## src/rtl/i2c_req_arbiter_pkg.sv

```systemverilog
// Shared constants and FSM encoding for the two-requester I2C master arbiter.
package i2c_req_arbiter_pkg;

  localparam int unsigned NREQ   = 2;
  localparam int unsigned ADDR_W = 7;
  localparam int unsigned CNT_W  = 4;
  localparam int unsigned DATA_W = 8;

  typedef enum logic [2:0] {
    ST_IDLE,
    ST_GRANT,
    ST_START,
    ST_BUSY,
    ST_FIN
  } state_e;

endpackage

```

## src/rtl/i2c_req_arbiter_rr_arb2.sv

```systemverilog
// Two-way round-robin pointer and winner selection.
module rr_arb2 (
  input  logic       clk,
  input  logic       rst,
  input  logic [1:0] req_i,
  input  logic       adv_i,
  input  logic       adv_idx_i,
  output logic       win_valid_o,
  output logic       win_idx_o
);

  logic ptr_q;

  // After a transaction the pointer favours whichever requester did not just win.
  always_ff @(posedge clk or posedge rst) begin
    if (rst) begin
      ptr_q <= 1'b0;
    end else if (adv_i) begin
      ptr_q <= ~adv_idx_i;
    end
  end

  always_comb begin
    win_valid_o = |req_i;
    win_idx_o   = req_i[ptr_q] ? ptr_q : ~ptr_q;
  end

endmodule

```

## src/rtl/i2c_req_arbiter.sv

```systemverilog
// Arbitrates two transaction requesters onto one I2C master core.
module i2c_req_arbiter
  import i2c_req_arbiter_pkg::*;
#(
  parameter int unsigned TIMEOUT = 50000,
  parameter int unsigned TO_W    = 16
) (
  input  logic                   clk,
  input  logic                   rst,
  input  logic [NREQ-1:0]        req,
  input  logic [NREQ*ADDR_W-1:0] req_addr,
  input  logic [NREQ-1:0]        req_rw,
  input  logic [NREQ*CNT_W-1:0]  req_cnt,
  input  logic [NREQ*DATA_W-1:0] tx_data,
  output logic [NREQ-1:0]        gnt,
  output logic [NREQ-1:0]        tx_rd,
  output logic [NREQ-1:0]        rx_wr,
  output logic [DATA_W-1:0]      rx_data,
  output logic [NREQ-1:0]        done,
  output logic [NREQ-1:0]        err,
  output logic                   m_start,
  output logic                   m_abort,
  output logic [ADDR_W-1:0]      m_addr,
  output logic                   m_rw,
  output logic [CNT_W-1:0]       m_data_cnt,
  output logic [DATA_W-1:0]      m_data_in,
  input  logic [DATA_W-1:0]      m_rdata,
  input  logic                   m_txff_rd,
  input  logic                   m_rxff_wr,
  input  logic                   m_done
);

  state_e              state_q, state_d;
  logic [NREQ-1:0]     gnt_q, gnt_d;
  logic                win_q, win_d;
  logic [ADDR_W-1:0]   addr_q, addr_d;
  logic                rw_q, rw_d;
  logic [CNT_W-1:0]    dcnt_q, dcnt_d;
  logic [TO_W-1:0]     to_q, to_d;

  logic win_valid;
  logic win_idx;
  logic busy;
  logic abort;

  rr_arb2 u_rr (
    .clk         (clk),
    .rst         (rst),
    .req_i       (req),
    .adv_i       ((state_q == ST_FIN) | abort),
    .adv_idx_i   (win_q),
    .win_valid_o (win_valid),
    .win_idx_o   (win_idx)
  );

  always_ff @(posedge clk or posedge rst) begin
    if (rst) begin
      state_q <= ST_IDLE;
      gnt_q   <= '0;
      win_q   <= 1'b0;
      addr_q  <= '0;
      rw_q    <= 1'b0;
      dcnt_q  <= '0;
      to_q    <= '0;
    end else begin
      state_q <= state_d;
      gnt_q   <= gnt_d;
      win_q   <= win_d;
      addr_q  <= addr_d;
      rw_q    <= rw_d;
      dcnt_q  <= dcnt_d;
      to_q    <= to_d;
    end
  end

  always_comb begin
    state_d = state_q;
    gnt_d   = gnt_q;
    win_d   = win_q;
    addr_d  = addr_q;
    rw_d    = rw_q;
    dcnt_d  = dcnt_q;
    to_d    = to_q;
    m_start = 1'b0;
    abort   = 1'b0;
    done    = '0;
    err     = '0;
    case (state_q)
      ST_IDLE: begin
        if (win_valid) begin
          gnt_d   = win_idx ? 2'b10 : 2'b01;
          win_d   = win_idx;
          addr_d  = win_idx ? req_addr[2*ADDR_W-1:ADDR_W] : req_addr[ADDR_W-1:0];
          rw_d    = req_rw[win_idx];
          dcnt_d  = win_idx ? req_cnt[2*CNT_W-1:CNT_W] : req_cnt[CNT_W-1:0];
          state_d = ST_GRANT;
        end
      end
      ST_GRANT: state_d = ST_START;
      ST_START: begin
        m_start = 1'b1;
        to_d    = '0;
        state_d = ST_BUSY;
      end
      ST_BUSY: begin
        // m_done is checked first so a completion on the timeout cycle is not reported as an error.
        if (m_done) begin
          state_d = ST_FIN;
        end else if (to_q == TO_W'(TIMEOUT - 1)) begin
          abort   = 1'b1;
          err     = gnt_q;
          gnt_d   = '0;
          to_d    = '0;
          state_d = ST_IDLE;
        end else begin
          to_d = to_q + TO_W'(1);
        end
      end
      ST_FIN: begin
        done    = gnt_q;
        gnt_d   = '0;
        state_d = ST_IDLE;
      end
      default: state_d = ST_IDLE;
    endcase
  end

  assign busy       = (state_q == ST_BUSY);
  assign m_abort    = abort;
  assign gnt        = gnt_q;
  assign tx_rd      = {NREQ{m_txff_rd & busy}} & gnt_q;
  assign rx_wr      = {NREQ{m_rxff_wr & busy}} & gnt_q;
  assign rx_data    = m_rdata;
  assign m_addr     = addr_q;
  assign m_rw       = rw_q;
  assign m_data_cnt = dcnt_q;
  assign m_data_in  = gnt_q[1] ? tx_data[2*DATA_W-1:DATA_W] :
                      gnt_q[0] ? tx_data[DATA_W-1:0] : '0;

endmodule
```

## config.mk

```make
export PLATFORM = sky130hd
export DESIGN_NAME = i2c_req_arbiter
export DESIGN_NICKNAME = d
export VERILOG_FILES = /design/src/rtl/i2c_req_arbiter_pkg.sv /design/src/rtl/i2c_req_arbiter_rr_arb2.sv /design/src/rtl/i2c_req_arbiter.sv
export SDC_FILE = /design/constraint.sdc
export NUM_CORES = 1
export LEC_CHECK = 0
export ABC_CLOCK_PERIOD_IN_PS = 1820
export CORE_MARGIN = 1.5
export CORE_UTILIZATION = 40
export CTS_CLUSTER_SIZE = 14
export DETAILED_ROUTE_END_ITERATION = 12
export DONT_BUFFER_PORTS = 1
export PLACE_DENSITY_LB_ADDON = 0.25
export SLEW_MARGIN = 15
export SYNTH_ARGS = -nofsm -noshare
export SYNTH_HDL_FRONTEND = slang
export SYNTH_HIERARCHICAL = 1
export SYNTH_SLANG_ARGS = --single-unit
export TNS_END_PERCENT = 20
```

## constraint.sdc

```tcl
create_clock -name clk -period 1.82 [get_ports clk]
set_input_delay 0.364 -clock clk [delete_from_list [all_inputs] [get_ports clk]]
set_output_delay 0.364 -clock clk [all_outputs]
set_load 0.01 [all_outputs]
```

# Word-level counts from Yosys, hierarchy flattened
# Index checks and enable logic that the tools add are counted.
[totals] in_bits=55 elab_cells=64 out_inout_bits=40 register_bits=35
[classes] n_lt_le_gt_ge=2 n_bitwise=7 mux=29 n_reduce_logical=8 addsub=1 n_eq_ne=9
[ops] op="16-bit 2-to-1 mux" count=2
[ops] op="16-bit one-hot mux with 2 select lines" count=1
[ops] op="16-bit by 1-bit adder with 16-bit output, second input constant" count=1
[ops] op="16-bit == test, second input constant" count=1
[ops] op="2-bit 2-to-1 mux" count=8
[ops] op="8-bit 2-to-1 mux" count=2
[ops] op="3-bit one-hot mux with 4 select lines" count=1
[ops] op="1-bit 2-to-1 mux" count=9
[ops] op="3-bit 2-to-1 mux" count=3
[ops] op="7-bit 2-to-1 mux" count=1
[ops] op="3-bit by 2-bit == test with 1-bit output, second input constant" count=2
[ops] op="2-bit one-hot mux with 3 select lines" count=1
[ops] op="2-bit AND reduction" count=3
[ops] op="2-bit bitwise AND" count=2
[ops] op="1-bit by 2-bit less-than comparator with 1-bit output, second input constant" count=2
[ops] op="4-bit 2-to-1 mux" count=1
[ops] op="2-bit by 1-bit inequality test with 1-bit output, second input constant" count=2
[ops] op="4-bit AND reduction" count=1
[ops] op="3-bit by 1-bit == test with 1-bit output, second input constant" count=1
[ops] op="3-bit == test, second input constant" count=1
[ops] op="3-bit zero test" count=1
[ops] op="3-bit by 2-bit inequality test with 1-bit output, second input constant" count=1
[ops] op="3-bit nonzero test" count=1
[ops] op="1-bit bitwise AND" count=2
[ops] op="other kinds (5)" count=6

# Longest topological paths before layout
# Gate-level depths: netlist of the first run.
[logic_depth] ltp_word=6 ltp_mapped=8 depth_no_buf=7

# Modules after synthesis
# Netlist of the first run, hierarchy kept.
[by_module_without_submodules] mod="i2c_req_arbiter" instances=1 cells_per_inst=209 area_each_um2=1955.6 seq_area_each_um2=850.8
[by_module_without_submodules] mod="rr_arb2" instances=1 cells_per_inst=7 area_each_um2=61.3 seq_area_each_um2=25.0

# Worst setup path before layout of the first run
# No wires, ideal clock.
[synth_path] kind="register -> output" from="register to_q[10]" to="output port err[0]" n_path_buf=1 t_arrival_ps=1867 t_required_ps=1456 setup_slack_ps=-411 path_stages_with_launch=5 path_cell_list="dfrtp_1 or4_1 or4_1 buf_6 nor4_1"
[synth_via] elab_chain_len=4
[synth_lines] element="start: declaration" line="i2c_req_arbiter.sv:39" rtl="logic [TO_W-1:0] to_q, to_d;"
[synth_lines] element="start signal: assignment" line="i2c_req_arbiter.sv:72" rtl="to_q <= to_d;"
[synth_lines] element="16-bit == test" line="i2c_req_arbiter.sv:109" rtl="end else if (to_q == TO_W'(TIMEOUT - 1)) begin"
[synth_lines] element="2-bit 2-to-1 mux" line="i2c_req_arbiter.sv:109"
[synth_lines] element="2-bit 2-to-1 mux" line="i2c_req_arbiter.sv:107" rtl="if (m_done) begin"
[synth_lines] element="2-bit 2-to-1 mux" line="i2c_req_arbiter.sv:88" rtl="case (state_q)"
[synth_lines] element="end: declaration" line="i2c_req_arbiter.sv:20" rtl="output logic [NREQ-1:0] err,"
# No other way between the ends.

# Worst setup path in the final report of the first run
# Same ends and word-level chain as after synthesis.

==> metrics.csv, run 1 <==
metric,value,unit
fmax,431,MHz
CP Capture Point,err[0],
P&R area growth vs syn,22.1,%
core area,0.00479,sq mm
# IOs,95,
layout cell share with drive strength beyond 1,25.8,%
drt first-iter violations,65,
Mapped Area,0.00202,sq mm
largest area contributor in the netlist,dfrtp_1,
switching share of total power,39.4,%
failing checks,negative setup slack,
Critical Path RT,1.46,ns
Port Buffers,0,
height of the chip,74.0,microns
P_int,0.00206,W
Slew headroom,63.2,%
final period utilization,128,%
WS Path Type,reg -> out,
vias post-DR,1697,
# H-tree levels,2,
Cells after Synth,216,
drt pass-1 iters,6,
CTS sink cnt,35,
Max Slew Vio Count,0,
outcome,"complete, but fails checks",
R2R Setup Slk,-0.39,ns
Mapped Nets,272,
Total GRT Usage,17.1,%
CTS Root Cell,clkbuf_8,
Critical path origin,to_q[10],
chip width,74.0,microns
Post-DP HPWL,3400,microns
die area,0.00548,sq mm
max-cap violation count,0,
Util after Layout,51.5,%
HP Class,in -> async,
worst reg-to-reg path cell count,6,
CP Launch Type,flip-flop,
Tmin final,2.32,ns
Rows,25,
most frequent cell after synthesis,dfrtp_1,
Worst path slowest cell,or4_4,
Switch Pwr,0.00134,W
Worst-Margin Slew,0.551,ns
skew final,0.00664,ns
Post-synth EDFFs,0,
CTS tree,built,
vias in the first global route,1564,
"FFs w/ async S/R, synth",100,%
top post-synthesis cells by count,"35 x dfrtp_1, 22 x a21oi_1, 21 x nor2_1, 13 x mux2i_1, 10 x nand2_1",
GRT Residual Overflow,0,
Worst EP arrival,1.96,ns
Reg2Reg Capture Point,to_q[9],
FILL cells,450,
global-route wire length before repair,7110,microns
CP max FO,4,
Crit. End Element,output port,
final setup margin,-0.501,ns
"Hold Violations, Final",0,
share of the synthesized area in the top cell type,43.4,%
cts bufs inserted,5,
ANT cells,0,
Syn Area/Cell,9.34,sq um
Initial Util,42.1,%
Reg power frac,36.5,%
YS warnings,6,
Pwr Density,1380,mW/mm^2
clk slew on worst S/H paths,0.08,ns
smallest hold slack,0.00459,ns
Clk pwr share,20.5,%
Final setup viols,23,
Comb power frac,43.0,%
#FFs+latches synth,35,
clock tree buffer depth,2,
worst-path cell chain,or4_1 > or4_4 > nor4_4,
Reg-to-Reg Start,to_q[10],
fin nets,291,
Final ANT Viol Nets,0,
Peak VDD IR,0.603,mV
largest net degree at the start of global routing,28,
"Primary FF master, synth",dfrtp_1,
RSZ-0062 raised after global routing,true,
GP Congestion,0.781,
DRC viols,0,
max incr delay on CP,0.56,ns
antenna violations before repair,0,
non-filler instance count after layout,303,
Leak,1.10,nW
drt total wl,4600,microns
Setup TNS Final,-7.23,ns
Synth area leaders,"dfrtp_1 43%, mux2i_1 6.5%, a21oi_1 5.5%, nor2_1 3.9%, a22o_1 3.0%",
count of cell types in the netlist,45,
routed len/inst,15.2,microns
placed cell count,291,
Via density,5.60,
clock latency on the worst-skew pair,0.29,ns
Pwr Total,0.00340,W
sequential area share after synthesis,43.4,%
worst max-delay path, delay by kind of cell, from the launching register on:
| kind | cells | cell delay (ns) |
|---|---|---|
| flip-flops | 1 | 0.38 |
| AND/OR/NAND/NOR | 3 | 1.28 |
final cells by class:
type,instances,area [sq um],area share (%)
flip-flops and latches,35,876,35.6
repair buffers,34,300,12.2
clock buffers,5,68.8,2.79
multi-input cells,151,1060,43.0
well taps,67,83.8,3.40
clock inverters,3,43.8,1.78
inverters,8,30.0,1.22
what timing repair did:
| item | in CTS | in global routing |
|---|---|---|
| cloned | 1 | 0 |
| hold buffers | 1 | 0 |
| pin swaps | 3 | 4 |
| resized for setup | 6 | 8 |
| hold endpoints to repair | 1 | 0 |
| endpoints found under the setup margin | 31 | 28 |
| setup buffers | 3 | 0 |
worst min path at each step:
stage / from / end / slack (ns)
global placement: rst / u_rr/ptr_q / 0.10
global route: rst / gnt[1] / 0.03
CTS: rst / win_q / 0.02
floorplan: rst / u_rr/ptr_q / 0.09
finish: rst / to_q[1] / 0.005
detailed placement: rst / u_rr/ptr_q / 0.10
through the flow:
stage	instance area, sq um	setup WS (ns)
3_5_place_dp	2270	-0.271
6_report	2460	-0.501
5_1_grt	2460	-0.552
3_3_place_gp	2270	-0.250
4_1_cts	2460	-0.559
2_1_floorplan	2050	-0.240
placed cells by master (no fill, tap or decap), types with 2 or more instances in the layout:
cell type  Yosys  layout
nand4_1        6       6
a22o_1         7       7
a21oi_2        1       2
nor2_2         1       3
buf_12         0       2
or4_1          7       6
mux2i_1       13      12
or3_1          3       3
buf_4          8      30
o31ai_1        7       7
clkbuf_8       0       5
nand3_1        8       8
inv_1          8       8
nor2_1        21      19
dfrtp_1       35      35
o22ai_1        2       2
and3_4         0       3
and2_1         2       2
nand2_1       10       8
nand2_2        0       2
nor4_4         0       2
o21ai_0        7       6
a21oi_1       22      21
xor2_1         4       4
and3_1         9       6
per-layer routing:
layer  wire, microns  vias to the layer above  GRT usage (%)
li1                -                      822              -
met1            2050                      804           22.2
met2            2270                       62           28.0
met3             233                        9           5.01
met4              51                        0           4.73
met5               0                        -              0
flip-flops by register name, summed over array words and instances (netlist names):
register,count
to_q,16
m_addr,7
m_data_cnt,4
state_q,3
gnt,2
m_rw,1
u_rr/ptr_q,1
win_q,1
logic make-up (layout without fill, tap and decap cells):
kind of cell             count (synthesis)  count (layout)  share of synthesized area [%]
adder cells (fa/ha/maj)                  1               1                          0.620
buffers and inverters                   30              50                           8.13
AO/OA/AOI/OAI                           51              51                           16.4
flip-flops                              35              35                           43.4
AND/OR/NAND/NOR                         81              81                           22.8
XOR/XNOR                                 5               5                           2.17
multiplexers                            13              13                           6.45
power by group through the flow:
stage	registers [W]	logic [W]	clock network, W
6_report	0.00124	0.00146	0.000697
5_1_grt	0.00128	0.00162	0.000760
4_1_cts	0.00125	0.00147	0.000722
3_5_place_dp	0.00126	0.00135	0
3_3_place_gp	0.00126	0.00133	0
2_1_floorplan	0.00121	0.00101	0
Power figures use the tool's default switching activity.
==> run 2, diff against run 1 <==
--- a/config.mk
+++ b/config.mk
@@ -8,10 +8,12 @@
 export ABC_CLOCK_PERIOD_IN_PS = 1820
 export CORE_MARGIN = 1.5
 export CORE_UTILIZATION = 40
+export CTS_CLUSTER_DIAMETER = 120
 export CTS_CLUSTER_SIZE = 14
 export DETAILED_ROUTE_END_ITERATION = 12
 export DONT_BUFFER_PORTS = 1
 export PLACE_DENSITY_LB_ADDON = 0.25
+export RECOVER_POWER = 50
 export SLEW_MARGIN = 15
 export SYNTH_ARGS = -nofsm -noshare
 export SYNTH_HDL_FRONTEND = slang
==> run 2 against run 1 <==
The flow finishes with violations (negative hold slack, negative setup slack). Non-clock buffer count did not move. Count of clock-buffer cells in the layout did not move. Utilization fell by 0.16 points. Total power fell by 0.11%. Register-to-register slack barely moved. Combinational power barely moved. Final cell count did not move. Routed wire length rose by 0.11%. Critical endpoint unchanged.
==> metrics.csv, run 2 (synthesized netlist as in run 1, its figures left out) <==
metric,value,unit
Comb power frac,42.9,%
# IOs,95,
Setup TNS Final,-7.25,ns
final period utilization,127,%
worst-path cell chain,or4_1 > or4_4 > nor4_4,
Worst EP arrival,1.96,ns
Peak VDD IR,0.602,mV
CTS sink cnt,35,
layout cell share with drive strength beyond 1,25.4,%
outcome,"complete, but fails checks",
routed len/inst,15.2,microns
largest net degree at the start of global routing,28,
vias in the first global route,1564,
Initial Util,42.1,%
GP Congestion,0.781,
drt first-iter violations,70,
WS Path Type,reg -> out,
max-cap violation count,0,
"commonest non-fill, non-tap cell in the layout",dfrtp_1,
clock latency on the worst-skew pair,0.28,ns
Pwr Total,0.00339,W
final setup margin,-0.499,ns
worst reg-to-reg path cell count,6,
fin nets,291,
core area,0.00479,sq mm
fmax,431,MHz
chip width,74.0,microns
GRT Residual Overflow,0,
"Most flops, register",to_q,
DRC viols,0,
CP Launch Type,flip-flop,
RSZ-0062 raised after global routing,true,
Critical Path RT,1.46,ns
antenna violations before repair,0,
global-route wire length before repair,7110,microns
drt pass-1 iters,6,
FILL cells,450,
Slew headroom,33.5,%
Tmin final,2.32,ns
Total GRT Usage,17.1,%
drt total wl,4610,microns
ANT cells,0,
Final setup viols,23,
Final ANT Viol Nets,0,
CTS tree,built,
Crit. End Element,output port,
clock tree buffer depth,2,
smallest hold slack,-0.0241,ns
Clk pwr share,20.5,%
P_int,0.00206,W
cts bufs inserted,5,
skew final,0.00675,ns
Leak,1.10,nW
vias post-DR,1694,
CP max FO,4,
Worst path slowest cell,or4_4,
Port Buffers,0,
Max Slew Vio Count,0,
height of the chip,74.0,microns
most frequent cells in the layout,"35 x dfrtp_1, 30 x buf_4, 21 x a21oi_1",
Pwr Density,1380,mW/mm^2
HP Class,in -> async,
failing checks,"negative hold slack, negative setup slack",
Post-DP HPWL,3400,microns
Rows,25,
Switch Pwr,0.00134,W
max incr delay on CP,0.56,ns
"Hold Violations, Final",11,
CTS Root Cell,clkbuf_8,
Reg power frac,36.6,%
max reg flops,16,
die area,0.00548,sq mm
Via density,5.59,
# H-tree levels,2,
switching share of total power,39.4,%
clk slew on worst S/H paths,0.08,ns
P&R area growth vs syn,21.7,%
Worst-Margin Slew,0.998,ns
==> run 2: cell types whose count changed in the layout (fill, tap and decap cells not counted) <==
cell / before / now
buf_12: 2 / 1
dlymetal6s4s_1: 0 / 1
==> run 2: power groups by stage <==
| stage | Sequential (W) | Clock [W] | Combinational [W] |
|---|---|---|---|
| floorplan | 0.00121 | 0 | 0.00101 |
| global placement | 0.00126 | 0 | 0.00133 |
| detailed placement | 0.00126 | 0 | 0.00135 |
| CTS | 0.00125 | 0.000722 | 0.00147 |
| global route | 0.00128 | 0.000760 | 0.00161 |
| finish | 0.00124 | 0.000695 | 0.00146 |
==> run 2: area by class of cell <==
type | count | area (sq um) | area share, %
Sequential cell | 35 | 876 | 35.7
Tap cell | 67 | 83.8 | 3.41
Clock inverter | 3 | 43.8 | 1.78
Clock buffer | 5 | 68.8 | 2.80
Inverter | 8 | 30.0 | 1.22
Timing Repair Buffer | 34 | 293 | 11.9
Multi-Input combinational cell | 151 | 1060 | 43.2
==> run 2: what timing repair did <==
action / in CTS / in global routing
setup buffers: 3 / 0
endpoints found under the hold margin: 1 / 0
endpoints found under the setup margin: 31 / 28
hold buffers: 1 / 0
pin swaps: 3 / 4
resized for setup: 6 / 8
cloned: 1 / 0
==> run 2: critical path: cells and delay by family (launching register included) <==
kind	cells	cell delay, ns
DFF	1	0.38
and+or+nand+nor	3	1.28
==> run 2: worst paths after layout <==
kind	slack, ns	from	endpoint
setup / recovery	-0.50	to_q[10]	err[0]
hold / removal	-0.02	rst	to_q[1]
setup reg to reg	-0.39	to_q[10]	to_q[9]
hold reg to reg	0.47	win_q	u_rr/ptr_q
max in group asynchronous	0.46	rst	to_q[14]
min in group clk	0.16	m_done	to_q[0]
==> run 2: per-stage QoR <==
stage                     std cells  area [sq um]  utilization [%]  hold WS [ns]  setup slack [ns]
final                           303          2450             51.3       -0.0241            -0.499
after global routing            303          2450             51.3      0.000521            -0.552
after CTS                       304          2460             51.4        0.0192            -0.559
after detailed placement        291          2270             47.3         0.101            -0.271
after global placement          291          2270             47.3         0.103            -0.250
after floorplan                 216          2050                -        0.0927            -0.240
==> run 2: layer usage <==
layer,vias up,track usage [%],wire [microns]
met1,803,22.2,2050
met3,7,5.01,235
met2,62,28.0,2280
met5,-,0,0
li1,822,-,-
met4,0,4.73,44
==> run 3, diff against run 2 <==
--- a/config.mk
+++ b/config.mk
@@ -17,6 +17,5 @@
 export SLEW_MARGIN = 15
 export SYNTH_ARGS = -nofsm -noshare
 export SYNTH_HDL_FRONTEND = slang
-export SYNTH_HIERARCHICAL = 1
 export SYNTH_SLANG_ARGS = --single-unit
 export TNS_END_PERCENT = 20
==> run 3 against run 2 <==
The run ends with negative setup slack left. Clock skew decreased by 0.0022 ns. Clock power increased by 20%. Via count decreased by 6.1%. First-iteration DRC count increased by 130%. Register-to-register slack improved by 0.42 ns. Die area increased by 1.4%. Global-route usage decreased by 0.84 points. Total power decreased by 4.1%. Critical path depth increased by 1. Non-clock buffer count decreased by 15. Routed wire length decreased by 4.3%. Final area decreased by 6.0%.
==> metrics.csv, run 3 <==
metric,value,unit
outcome,"complete, but fails checks",
failing checks,negative setup slack,
Final setup viols,3,
Pwr Total,0.00326,W
clock latency on the worst-skew pair,0.29,ns
antenna violations before repair,0,
GP Congestion,0.856,
# IOs,95,
Mapped Nets,274,
largest area contributor in the netlist,dfrtp_1,
Mapped Area,0.00205,sq mm
layout cell share with drive strength beyond 1,19.7,%
DRC viols,0,
CTS sink cnt,35,
met3 wire length,323,microns
top layer in use,met4,
Worst path slowest cell,dfrtp_1,
chip width,74.5,microns
global-route wire length before repair,6870,microns
CTS tree,built,
vias post-DR,1590,
RSZ-0062 raised after global routing,true,
max-cap violation count,0,
HP Class,in -> async,
ANT cells,0,
CTS hold repair buffers,0,
"Most flops, register",to_q,
Post-DP HPWL,3210,microns
height of the chip,74.5,microns
Crit. End Element,output port,
clk slew on worst S/H paths,0.07,ns
"Primary FF master, synth",dfrtp_1,
Util after Layout,47.9,%
Post-synth EDFFs,0,
Pwr Density,1410,mW/mm^2
non-filler instance count after layout,296,
die area,0.00556,sq mm
top post-synthesis cells by count,"35 x dfrtp_1, 31 x nand2_1, 24 x o21ai_0, 16 x mux2i_1, 14 x nor2_1",
Synth area leaders,"dfrtp_1 43%, mux2i_1 7.8%, o21ai_0 5.9%, nand2_1 5.7%, a22o_1 3.0%",
Initial Util,42.5,%
M1 WL,2120,microns
most frequent cells in the layout,"35 x dfrtp_1, 31 x nand2_1, 23 x o21ai_0",
Leak,1.04,nW
cts bufs inserted,5,
clock tree buffer depth,2,
drt total wl,4410,microns
CTS Root Cell,clkbuf_8,
Max Slew Vio Count,0,
Tmin final,1.96,ns
P&R area growth vs syn,12.7,%
YS warnings,0,
Slew headroom,41.7,%
#FFs+latches synth,35,
drt pass-1 iters,4,
max reg flops,16,
final setup margin,-0.136,ns
count of cell types in the netlist,43,
share of the synthesized area in the top cell type,42.8,%
worst-path cell chain,nor4b_4 > nand4_4 > nor3_4 > and2_4,
Place WS,0.0443,ns
Final ANT Viol Nets,0,
fmax,511,MHz
Via density,5.37,
most frequent cell after synthesis,dfrtp_1,
Critical Path RT,1.46,ns
CP max FO,4,
"Hold Violations, Final",0,
met2 wire length,1900,microns
GRT Residual Overflow,0,
Cells after Synth,218,
smallest hold slack,0.218,ns
WS Path Type,reg -> out,
core area,0.00482,sq mm
vias in the first global route,1482,
"commonest non-fill, non-tap cell in the layout",dfrtp_1,
drt first-iter violations,158,
Syn Area/Cell,9.39,sq um
routed len/inst,14.9,microns
# H-tree levels,2,
"FFs w/ async S/R, synth",100,%
worst reg-to-reg path cell count,7,
Worst-Margin Slew,0.875,ns
max incr delay on CP,0.43,ns
Peak VDD IR,0.623,mV
CP Launch Type,flip-flop,
fin nets,284,
Worst EP arrival,1.59,ns
Total GRT Usage,16.3,%
final period utilization,107,%
largest net degree at the start of global routing,36,
sequential area share after synthesis,42.8,%
placed cell count,284,
skew final,0.00453,ns
FILL cells,461,
Rows,25,
Port Buffers,0,
==> run 3: cell count changes after synthesis, moves of 5 or more <==
cell and delta:
o21ai_0 +17, o31ai_1 -6, nand2_1 +21, clkbuf_1 -5, xnor2_1 +5, a21oi_1 -16
nor3_1 +10, or4_1 -7, nor2_1 -7
==> run 3: kinds of logic after synthesis <==
logic type | share of synthesized area [%]
buffers and inverters | 5.99
XOR/XNOR | 2.57
adder cells (fa/ha/maj) | 0.611
AO/OA/AOI/OAI | 14.7
flip-flops | 42.8
AND/OR/NAND/NOR | 24.8
multiplexers | 8.56
==> run 3: power breakdown <==
part	total, W	internal, W	switching [W]	leakage (nW)
logic	0.00121	0.000493	0.000720	0.523
clock network	0.000832	0.000548	0.000284	0.0654
registers	0.00121	0.000994	0.000217	0.456
total	0.00326	0.00203	0.00122	1.04
==> run 3: per-stage QoR <==
stage               TNS [ns]  instance area (sq um)
finish                -0.375                   2310
CTS                   -0.641                   2290
detailed placement         0                   2140
global placement           0                   2140
floorplan                  0                   2050
global route          -0.764                   2310
==> run 3: layer usage <==
metal,vias up,GRT usage (%)
met5,-,0
met4,0,6.46
met3,6,5.01
met2,71,23.0
met1,719,23.2
li1,794,-
==> run 3: worst paths after layout <==
kind,start,end,slack [ns]
max in group asynchronous,rst,to_q[3],1.05
worst min register to register,win_q,u_rr.ptr_q,0.45
worst min-delay path,rst,m_addr[5],0.22
worst max-delay path,to_q[5],err[0],-0.14
worst max register to register,to_q[5],to_q[10],0.03
min in group clk,m_done,state_q[2],0.24
==> run 3: worst max-delay path: cells and delay by family (launching register included) <==
family,cells,cell delay [ns]
AND/OR/NAND/NOR,4,0.87
flip-flops,1,0.43
==> run 3: area by class of cell <==
cell class              count  area (sq um)  area share [%]
clock buffers               6          72.6            3.15
clock inverters             2          60.1            2.60
inverters                   4          15.0           0.651
multi-input cells         163          1060            45.9
flip-flops and latches     35           876            38.0
well taps                  67          83.8            3.63
repair buffers             19           140            6.07
==> run 3: what timing repair did <==
action / in CTS / in global routing
pin swaps: 2 / 2
setup endpoints to repair: 3 / 10
gates resized for setup: 1 / 6
buffers inserted: 2 / 2
